### config.mk
export PLATFORM = sky130hd
export DESIGN_NAME = uart_rx_fifo
export DESIGN_NICKNAME = d
export VERILOG_FILES = /design/src/rtl/uart_defs_pkg.sv /design/src/rtl/uart_fifo_ram.sv /design/src/rtl/uart_rx_fifo.sv
export SDC_FILE = /design/constraint.sdc
export NUM_CORES = 1
export LEC_CHECK = 0
export CAP_MARGIN = 15
export CORE_MARGIN = 8
export CORE_UTILIZATION = 35
export DETAILED_ROUTE_END_ITERATION = 8
export PLACE_DENSITY = 0.63
export SYNTH_ARGS = -nofsm -noshare
export SYNTH_HDL_FRONTEND = slang
export SYNTH_SLANG_ARGS = --single-unit
### constraint.sdc
create_clock -name clk -period 4.9 [get_ports clk]
set_input_delay 0.98 -clock clk [delete_from_list [all_inputs] [get_ports clk]]
set_output_delay 0.98 -clock clk [all_outputs]
set_load 0.005 [all_outputs]
### src/rtl/uart_defs_pkg.sv
// Shared UART definitions: the receive-FIFO entry layout and its default depth.
package uart_defs;

    typedef struct packed {
        logic       frame_err;
        logic       parity_err;
        logic [7:0] data;
    } RxEntry_t;

    localparam int UART_RX_FIFO_DEPTH = 16;

    function automatic logic [1:0] rx_entry_err(input RxEntry_t e);
        return {e.frame_err, e.parity_err};
    endfunction

endpackage

### src/rtl/uart_fifo_ram.sv
// Register-array storage for the RX FIFO: one synchronous write port, one
// asynchronous read port, no reset on the contents.
module uart_fifo_ram
    import uart_defs::*;
#(
    parameter int DEPTH = UART_RX_FIFO_DEPTH
) (
    input  logic                     clk,
    input  logic                     we_i,
    input  logic [$clog2(DEPTH)-1:0] waddr_i,
    input  RxEntry_t                 wdata_i,
    input  logic [$clog2(DEPTH)-1:0] raddr_i,
    output RxEntry_t                 rdata_o
);

    RxEntry_t mem_q [DEPTH];

    always_ff @(posedge clk) begin
        if (we_i) begin
            mem_q[waddr_i] <= wdata_i;
        end
    end

    assign rdata_o = mem_q[raddr_i];

endmodule

### src/rtl/uart_rx_fifo.sv
// Receive-side byte buffer with per-byte error flags, hysteretic RTS,
// level-threshold interrupt and sticky overrun flag.
module uart_rx_fifo
    import uart_defs::*;
#(
    parameter int DEPTH      = UART_RX_FIFO_DEPTH,
    parameter int RTS_MARGIN = 2
) (
    input  logic                   clk,
    input  logic                   rst_n,
    input  logic                   flush_i,
    input  logic [7:0]             in_d_i,
    input  logic [1:0]             in_err_i,
    input  logic                   in_valid_i,
    output logic                   in_ready_o,
    output logic [7:0]             out_d_o,
    output logic [1:0]             out_err_o,
    output logic                   out_valid_o,
    input  logic                   out_ready_i,
    input  logic [$clog2(DEPTH):0] threshold_i,
    input  logic                   overrun_clr_i,
    output logic [$clog2(DEPTH):0] level_o,
    output logic                   full_o,
    output logic                   empty_o,
    output logic                   overrun_o,
    output logic                   thresh_irq_o,
    output logic                   rts_n_o
);

    localparam int AW = $clog2(DEPTH);
    localparam int PW = AW + 1;
    localparam logic [PW-1:0] RTS_HI  = PW'(DEPTH - RTS_MARGIN);
    localparam logic [PW-1:0] RTS_LO  = PW'(DEPTH / 2);
    localparam logic [PW-1:0] PTR_ONE = PW'(1);

    logic [PW-1:0] wr_ptr_q, wr_ptr_d;
    logic [PW-1:0] rd_ptr_q, rd_ptr_d;
    logic [PW-1:0] level_q, level_d;
    logic          overrun_q, overrun_d;
    logic          rts_q, rts_d;
    logic          irq_q, irq_d;

    logic     full, empty, push, pop, ram_we;
    RxEntry_t wr_entry, rd_entry;

    // Wrap-bit pointers: equal means empty, equal low bits with differing MSB means full.
    assign empty = (wr_ptr_q == rd_ptr_q);
    assign full  = (wr_ptr_q[AW-1:0] == rd_ptr_q[AW-1:0]) && (wr_ptr_q[AW] != rd_ptr_q[AW]);

    // Both ports are valid/ready: a transfer happens on an edge where valid and
    // ready are both high; valid never depends on ready. Full refuses pushes
    // even when a pop happens in the same cycle.
    assign push = in_valid_i && !full;
    assign pop  = out_ready_i && !empty;

    assign wr_entry = '{frame_err: in_err_i[1], parity_err: in_err_i[0], data: in_d_i};
    assign ram_we   = push && !flush_i;

    always_comb begin
        wr_ptr_d  = wr_ptr_q;
        rd_ptr_d  = rd_ptr_q;
        overrun_d = overrun_q;
        rts_d     = rts_q;

        if (flush_i) begin
            wr_ptr_d = '0;
            rd_ptr_d = '0;
        end else begin
            if (push) wr_ptr_d = wr_ptr_q + PTR_ONE;
            if (pop)  rd_ptr_d = rd_ptr_q + PTR_ONE;
        end

        level_d = wr_ptr_d - rd_ptr_d;

        // Set beats clear when both arrive together.
        if (overrun_clr_i)       overrun_d = 1'b0;
        if (in_valid_i && full)  overrun_d = 1'b1;

        if (level_d >= RTS_HI)      rts_d = 1'b1;
        else if (level_d <= RTS_LO) rts_d = 1'b0;

        irq_d = (threshold_i != '0) && (level_d >= threshold_i);
    end

    always_ff @(posedge clk or negedge rst_n) begin
        if (!rst_n) begin
            wr_ptr_q  <= '0;
            rd_ptr_q  <= '0;
            level_q   <= '0;
            overrun_q <= 1'b0;
            rts_q     <= 1'b0;
            irq_q     <= 1'b0;
        end else begin
            wr_ptr_q  <= wr_ptr_d;
            rd_ptr_q  <= rd_ptr_d;
            level_q   <= level_d;
            overrun_q <= overrun_d;
            rts_q     <= rts_d;
            irq_q     <= irq_d;
        end
    end

    uart_fifo_ram #(
        .DEPTH(DEPTH)
    ) u_ram (
        .clk    (clk),
        .we_i   (ram_we),
        .waddr_i(wr_ptr_q[AW-1:0]),
        .wdata_i(wr_entry),
        .raddr_i(rd_ptr_q[AW-1:0]),
        .rdata_o(rd_entry)
    );

    // Head is masked while empty so unreset storage never reaches the outputs.
    assign out_d_o      = empty ? 8'h00 : rd_entry.data;
    assign out_err_o    = empty ? 2'b00 : rx_entry_err(rd_entry);
    assign out_valid_o  = !empty;
    assign in_ready_o   = !full;
    assign level_o      = level_q;
    assign full_o       = full;
    assign empty_o      = empty;
    assign overrun_o    = overrun_q;
    assign thresh_irq_o = irq_q;
    assign rts_n_o      = rts_q;

endmodule
======== Word level (Yosys, flattened, before mapping) ========
Memories as Yosys holds them, arrays and structs flattened.
Cells that the tools add are included.
storage, ports and cells
  bits in registers ....................... 18
  memory bits (writable) .................. 160
  input bits .............................. 21
  output and inout bits ................... 22
  logic and storage cells ................. 40
  memories ................................ 1
operators by class
  add/sub/neg operators ................... 3
  $lt $le $gt $ge ......................... 3
  eq/ne operators ......................... 3
  muxes and demuxes ....................... 12
  reduce and logical (&&, ||, !) cells .... 12
memories
  memory       depth  bits a word  rd ports  clocked after memory_dff  write ports  line                 source
  u_ram.mem_q  16     10           1         0                         1            uart_fifo_ram.sv:16  RxEntry_t mem_q [DEPTH];
operators by type and width
  cell                   count
  $mux W5                4
  $add A5 B1 Y5 const B  2
  $mux W8                1
  $logic_and A1 B1 Y1    6
  $mux W1                6
  $eq A5 B5 Y1           1
  $ge A5 B4 Y1 const B   1
  $ge A5 B5 Y1           1
  $le A5 B4 Y1 const B   1
  $reduce_bool A5 Y1     1
  $sub A5 B5 Y5          1
  $eq A4 B4 Y1           1
  $reduce_bool A2 Y1     2
  $logic_not A1 Y1       3
  $mux W2                1
  $ne A1 B1 Y1           1

======== Logic depth before layout (Yosys ltp) ========
  depth in word-level cells ............... 10
  mapped depth ............................ 16
  gate-level depth less buffers ........... 15

======== Hierarchy ========
A second synthesis with hierarchy kept.
second synthesis, totals
  cell total of the unflattened synthesis .. 413
  area, all modules ....................... 7480.9 um2
by module, submodules not included
  module         instances  cells an instance  area an instance (um2)  seq. area each (um2)
  uart_fifo_ram  1          269                6153.4                  4804.6
  uart_rx_fifo   1          144                1327.5                  450.4

======== Least setup slack after synthesis ========
Ideal clock, no wire load.
  path type ............................... reg2reg
  start point ............................. register wr_ptr_q[3]
  end point ............................... register irq_q, in the netlist thresh_irq_o
  setup time .............................. 0.118 ns
  data arrival time ....................... 3.560 ns
  data required time ...................... 4.782 ns
  path slack .............................. 1.222 ns
  stages on the path, launching flop included .. 17
  buffers on the path ..................... 1
  clock period less this slack ............ 3.678 ns
  cell sequence ........................... dfrtp_1 -> buf_6 -> xor2_2 -> nor4_4 -> nand2_1 -> nand2_1 -> xnor2_1 -> or2_2 -> ha_1 -> inv_1 -> fa_1 -> ha_1 -> a21o_1 -> a21o_2 -> a21oi_2 -> a311oi_1 -> a21o_1
on the way
  cells in the longest elaborated chain, start to end .. 9
  elaborated cells between the ends (all ways) .. 15
  those cells by class .................... add/sub: 2; order compare: 1; eq/ne: 2; mux: 4; reduce/logical: 6
RTL lines
  element                 line                source
  start, declared         uart_rx_fifo.sv:36  logic [PW-1:0] wr_ptr_q, wr_ptr_d;
  start signal, assigned  uart_rx_fifo.sv:94  wr_ptr_q <= wr_ptr_d;
  $eq A4 B4 Y1            uart_rx_fifo.sv:48  assign full = (wr_ptr_q[AW-1:0] == rd_ptr_q[AW-1:0]) && (wr_ptr_q[AW] != rd_ptr_q[AW]);
  $logic_and A1 B1 Y1     uart_rx_fifo.sv:48
  $logic_not A1 Y1        -
  via in_ready_o          uart_rx_fifo.sv:15  output logic in_ready_o,
  $logic_and A1 B1 Y1     uart_rx_fifo.sv:53  assign push = in_valid_i && !full;
  $mux W5                 uart_rx_fifo.sv:69  if (push) wr_ptr_d = wr_ptr_q + PTR_ONE;
  $mux W5                 uart_rx_fifo.sv:65  if (flush_i) begin
  $sub A5 B5 Y5           uart_rx_fifo.sv:73  level_d = wr_ptr_d - rd_ptr_d;
  via level_d[1]          uart_rx_fifo.sv:38  logic [PW-1:0] level_q, level_d;
  $ge A5 B5 Y1            uart_rx_fifo.sv:82  irq_d = (threshold_i != '0) && (level_d >= threshold_i);
  $logic_and A1 B1 Y1     uart_rx_fifo.sv:82
  via irq_d               uart_rx_fifo.sv:41  logic irq_q, irq_d;
  end signal, assigned    uart_rx_fifo.sv:99  irq_q <= irq_d;
  end, declared           uart_rx_fifo.sv:41
The timed path passes the listed nets, and every way through them passes these cells.
A chain may end at the register's enable or synchronous reset.

======== Final worst setup path ========
  start point ............................. register wr_ptr_q[2]
  end point ............................... register irq_q, in the netlist thresh_irq_o
on the way
  elaborated cells between the ends (all ways) .. 15
  those cells by class .................... add/sub: 2; order compare: 1; eq/ne: 2; mux: 4; reduce/logical: 6
RTL lines
  element              line                source
  $eq A5 B5 Y1         uart_rx_fifo.sv:47  assign empty = (wr_ptr_q == rd_ptr_q);
  $logic_not A1 Y1     uart_rx_fifo.sv:54  assign pop = out_ready_i && !empty;
  $logic_and A1 B1 Y1  uart_rx_fifo.sv:54
  $mux W5              uart_rx_fifo.sv:70  if (pop) rd_ptr_d = rd_ptr_q + PTR_ONE;
  $mux W5              uart_rx_fifo.sv:65
  via rd_ptr_d[0]      uart_rx_fifo.sv:37  logic [PW-1:0] rd_ptr_q, rd_ptr_d;
  $sub A5 B5 Y5        uart_rx_fifo.sv:73
  via level_d[2]       uart_rx_fifo.sv:38
  $ge A5 B5 Y1         uart_rx_fifo.sv:82
  $logic_and A1 B1 Y1  uart_rx_fifo.sv:82
  via irq_d            uart_rx_fifo.sv:41
The timed path passes the listed nets, and every way through them passes these cells.

==> run_results.csv <==
group,metric,value,unit
layout,multi_input_area,2145,µm²
timing,post-route-period-util,83.59,%
synth,syn_inst,395,
cts,clkSlewWorstSetupHoldPaths,0.06,ns
synth,syn_nets,429,
pwr,sequentialPowerShare,46.5,%
layout,seqCellArea,5258,µm²
timing,worst_slew_pin_slew,0.8590,ns
floorplan,die-area,26520,µm²
placed_design,gp_congestion,0.7904,
setup_path,crit_arrival,4.41,ns
floorplan,die_w,162.8,µm
cts,cts_made_buffers,17,
pwr,p_per_area,413.8,nW/µm²
drt,drc,0,
cts,ctsResizeCount,0,
pwr,combPwrFrac,16.8,%
drt,drt-initial-drc-count,274,
pwr,p_clk_share,36.8,%
cts,cts_tree,"done",
setup_path,crit_fanout,14,
synth,synth_area,7546,µm²
cts,cts-root-buf,"clkbuf_16",
synth,ys_seq_area_share,69.64,%
timing,skew,0.01102,ns
layout,nFillCells,1852,
cts,clockBufferDepth,2,
drt,vias,3694,
synth,synth_edf_count,160,
timing,fmax,244.1,MHz
pwr,peakVddDrop,266.5,µV
grt,grt_max_degree,45,
pwr,power_leakage,2.999,nW
synth,ys_warn_count,0,
floorplan,core,21090,µm²
timing,rsz0062_at_grt,"false",
synth,synth-seq-cells,178,
cts,cts_setup_buffers,0,
setup_path,path_depth,16,
drt,drtPass1Iterations,4,
pwr,p_int,2.828,mW
pwr,switchingPower,846.3,µW
cts,postCtsHoldBufs,0,
placed_design,pre_cts_ws,0.7510,ns
synth,synth_top_area_share,63.67,%
grt,grt_pass1_wl,23230,µm
drt,final_antenna_net_count,0,
grt,antenna_found_initial,0,
timing,setup_ws,0.8040,ns
setup_path,endpoint_kind,"flip-flop",
drt,vias_per_cell,5.026,
placed_design,placed_cell_area,8290,µm²
floorplan,rows,53,
setup_path,crit_path_frequent_cell,"xor2_1",
floorplan,start_util,35.78,%
synth,async_reset_ff_share,10.11,%
setup_path,required,5.21,ns
drt,wire_per_inst,20.44,µm
setup_path,worst-path-buf-inv,2,
placed_design,dp_cells,704,
layout,num_antenna_cells,0,
grt,grt.met2_usage,18.75,%
cts,htreeDepth,4,
timing,fin_setup_tns,0,ns
grt,gr-total-overflow,0,
synth,syn_avg_cell_area,19.10,µm²
job,cap_violations,0,
drt,drt-total-wl,15020,µm
outcome,status,"finished, final reports clean",
grt,grt_pass1_vias,3880,
layout,stdcell_count,735,
floorplan,die_h,162.8,µm
timing,relSlewSlack,42.55,%
setup_path,start_kind,"flip-flop",
timing,slew_violations,0,
placed_design,place.port_buffers,42,
synth,synth_ff_type,"edfxtp_1",
synth,synth_area_leader_cell,"edfxtp_1",
setup_path,crit_chain,"xor2_1 > nor4_4 > nand2_1 > buf_4 > nand2_1 > xor2_1 > nor2_1 > ha_1 > inv_1 > fa_1 > xor2_1 > ha_1 > a21o_2 > a21oi_2 > a311oi_1 > a21o_1",
setup_path,worstSetupPathType,"reg -> reg",
timing,setup_viol,0,
setup_path,slowest_delay,0.54,ns
grt,use_met3,2.073,%
synth,synth_area_leaders,"edfxtp_1, mux4_2, dfrtp_1, ha_1, and2_1",
cts,clock_latency,0.42,ns
floorplan,ios,43,
setup_path,slowest_stage,"nor4_4",
layout,final_layout_size_suffix_gt1_share,23.26,%
cts,clock-sinks,178,
setup_path,worst_r2r_path_depth,16,
grt,busiest_layer,"met2",
placed_design,dp_hpwl,9842,µm
hold_path,hold_depth,2,
layout,layout.nets,482,
timing,period_needed,4.096,ns
layout,area_delta_synth_final,17.68,%
timing,final-hold-violation-count,0,
grt,use_met1,15.95,%
layout,design_area,8880,µm²
setup_path,cp_top_family,"simple AND/OR/NAND/NOR gates",
synth,synth_cell_types,45,
grt,grt_usage,11.78,%
pwr,p_sw_share,23.03,%
hold_path,min_path_type,"reg -> reg",
==> layout make-up <==
class / count / share of cell area (%)
sequential: 178 / 59.21
multi-input combinational: 185 / 24.15
timing repair buffer: 51 / 5.495
clock buffer: 19 / 4.875
tap: 275 / 3.875
clock inverter: 12 / 1.761
inverter: 15 / 0.6341
==> worst paths after layout <==
check                                    end        start  slack, ns
worst min-delay path               overrun_o    overrun_o       0.52
min in group asynchronous        rd_ptr_q[4]        rst_n       1.05
worst max register to register  thresh_irq_o  wr_ptr_q[2]       0.80
worst max-delay path            thresh_irq_o  wr_ptr_q[2]       0.80
max in group asynchronous        rd_ptr_q[3]        rst_n       3.27
worst min register to register     overrun_o    overrun_o       0.52
==> cell usage after synthesis (all sizes together), types with 5 or more instances <==
cell type,number
a21oi,8
buf,5
mux4,50
nor2,12
inv,15
xor2,9
nand2,10
clkbuf,12
edfxtp,160
ha,12
dfrtp,18
and2,25
xnor2,7
mux2i,5
a21o,6
==> cell usage in the layout, fill, tap and decap left out, drive strengths merged <==
master / count
a21o: 6
or2: 3
nor4: 3
o311ai: 1
ha: 12
a221o: 1
clkinv: 6
buf: 9
xor2: 9
a211o: 1
inv: 17
mux2i: 5
nor2b: 2
a31oi: 2
and2: 25
nand2: 10
edfxtp: 160
a311oi: 1
and3: 4
a21oi: 8
fa: 1
clkinvlp: 1
nor4b: 2
nor3: 4
a311o: 1
nor2: 12
nand2b: 1
mux4: 50
clkdlybuf4s50: 42
nand4: 4
o31ai: 1
nor3b: 2
xnor2: 7
bufinv: 3
dfrtp: 18
o21ai: 3
mux2: 1
xnor3: 1
nand3: 2
clkbuf: 19
==> power groups by stage <==
stage / Sequential (mW) / Combinational, mW / Clock (mW)
after floorplan: 1.74 / 0.364 / 0
after global placement: 1.74 / 0.617 / 0
after global routing: 1.71 / 0.674 / 1.43
final: 1.71 / 0.617 / 1.35
after detailed placement: 1.74 / 0.626 / 0
after CTS: 1.71 / 0.628 / 1.37
==> through the flow <==
step	power (mW)	utilization (%)	hold WS (ns)
2_1_floorplan	2.103	-	0.5173
3_3_place_gp	2.355	39.31	0.5094
3_5_place_dp	2.365	39.31	0.5135
4_1_cts	3.708	42.11	0.5261
5_1_grt	3.811	42.11	0.5747
6_report	3.675	42.11	0.5227
==> kinds of logic after synthesis <==
logic type / count (synthesis) / synth area share, %
multiplexers: 56 / 15.74
AO/OA/AOI/OAI: 25 / 2.437
flip-flops: 178 / 69.64
adder cells (fa/ha/maj): 13 / 2.255
AND/OR/NAND/NOR: 74 / 5.637
buffers and inverters: 32 / 1.940
XOR/XNOR: 17 / 2.355
==> worst reg2reg max path, stage by stage (launching register included) <==
cell and delay, ns:
dfrtp_1 0.52, xor2_1 0.23, nor4_4 0.54, nand2_1 0.12
buf_4 0.21, nand2_1 0.13, xor2_1 0.08, nor2_1 0.25
ha_1 0.20, inv_1 0.06, fa_1 0.41, xor2_1 0.30
ha_1 0.30, a21o_2 0.19, a21oi_2 0.14, a311oi_1 0.12
a21o_1 0.18
==> sequential cells by signal (all words and copies together), names as in the netlist <==
name,flops
overrun_o,1
wr_ptr_q,5
rts_n_o,1
rd_ptr_q,5
thresh_irq_o,1
level_o,5
u_ram.mem_q,160
==> routing by layer <==
layer	up-vias	part of all wire [%]
li1	1676	-
met1	1925	45
met5	-	0
met2	82	50
met3	11	3.6
met4	0	1.3
No activity file was read; power rests on OpenSTA's default activity.
==> edit (same settings) <==
The package constant `UART_RX_FIFO_DEPTH` goes from 16 to 32.
--- a/src/rtl/uart_defs_pkg.sv
+++ b/src/rtl/uart_defs_pkg.sv
@@ -7,7 +7,7 @@
         logic [7:0] data;
     } RxEntry_t;
 
-    localparam int UART_RX_FIFO_DEPTH = 16;
+    localparam int UART_RX_FIFO_DEPTH = 32;
 
     function automatic logic [1:0] rx_entry_err(input RxEntry_t e);
         return {e.frame_err, e.parity_err};
Ports: changed (resized level_o and threshold_i); port bits go from 43 to 45. The function was not compared with the original's and may differ.
==> edit against the original RTL <==
Power grew 85%; design area is 84% higher; clock power rose by 89%; clock skew up 0.016 ns; synthesized area is 83% higher; highest routed layer unchanged; final cell count is 78% higher; largest cell class unchanged; count of clock-buffer cells in the layout up 23; register-to-register slack worse by 0.09 ns; setup slack worse by 0.42 ns; wire length up 96%; sequential share of layout area grew 2.9 points; sequential power up 91%; sequential cell count rose by 163.
==> edit: results <==
[outcome]
run_status = "finished, final reports clean"

[synthesis]
post-synth-top-area-fraction_pct = 69.8
post_synth_most_frequent_cells = "320 x sky130_fd_sc_hd__edfxtp_1, 100 x sky130_fd_sc_hd__mux4_2, 61 x sky130_fd_sc_hd__nor2_1"
synth_area_in_adders_pct = 1.51
synth-seq-area-share_pct = 73.6
synthXorXnorAreaFrac_pct = 1.34
synth-edff-count = 320

[clocking]
worst_skew_pair.late_latency_ns = 0.53
cts_max_path_buffers = 3
cts_buffers = 37

[timing]
worst_clock_skew_on_the_final_layout_ns = 0.0268
slew_headroom_pct = 29.5

[worst_setup_path]
critical-path-top-delay-family = "multiplexers"

[cells_and_area]
share_of_layout_cells_above_drive_strength_1_pct = 26.5
nNonClkInverters = 16
number_of_fill_cells = 3400
layout.nonclk_buf_share_pct = 5.77
multi_input_area_share_pct = 20.9
number_of_flip_flops_in_the_largest_register = 320
clock_area_share_pct = 6.81

[detailed_routing]
totalWireLength_um = 29500
routedLengthMet1_um = 13300
vias_per_cell = 5.14

[place]
hpwlAfterDp_um = 18200
number_of_port_buffers = 44
preCtsSetupSlack_ns = 0.406

[power]
seq_power_share_pct = 48.0
share_comb_of_total_power_pct = 14.4
vdd_ir_drop_max_mv = 0.236

[grt]
global_route.usage.met3_pct = 2.16
grt_first_pass_wirelength_um = 44700
edit: stage by stage:
| step | cell area [um2] | std cells |
|---|---|---|
| 2_1_floorplan | 13800 | 668 |
| 3_3_place_gp | 15000 | 1234 |
| 3_5_place_dp | 15000 | 1234 |
| 4_1_cts | 16100 | 1298 |
| 5_1_grt | 16300 | 1307 |
| 6_report | 16300 | 1307 |
edit: path summary, 6_finish.rpt:
path	startpoint	end	slack (ns)	cells after the start
max	rd_ptr_q[0]	out_d_o[2]	0.38	6
max reg2reg	rd_ptr_q[0]	thresh_irq_o	0.71	16
min reg2reg	overrun_o	overrun_o	0.54	2
min in group asynchronous	rst_n	overrun_o	1.03	1
max in group asynchronous	rst_n	rd_ptr_q[1]	3.14	1
min	overrun_o	overrun_o	0.54	2
edit: cells by family after synthesis:
kind of cell | Yosys count
fa+ha+maj | 16
compound gates | 24
buf+inv | 49
xor+xnor | 21
simple gates | 106
flops | 341
mux | 111
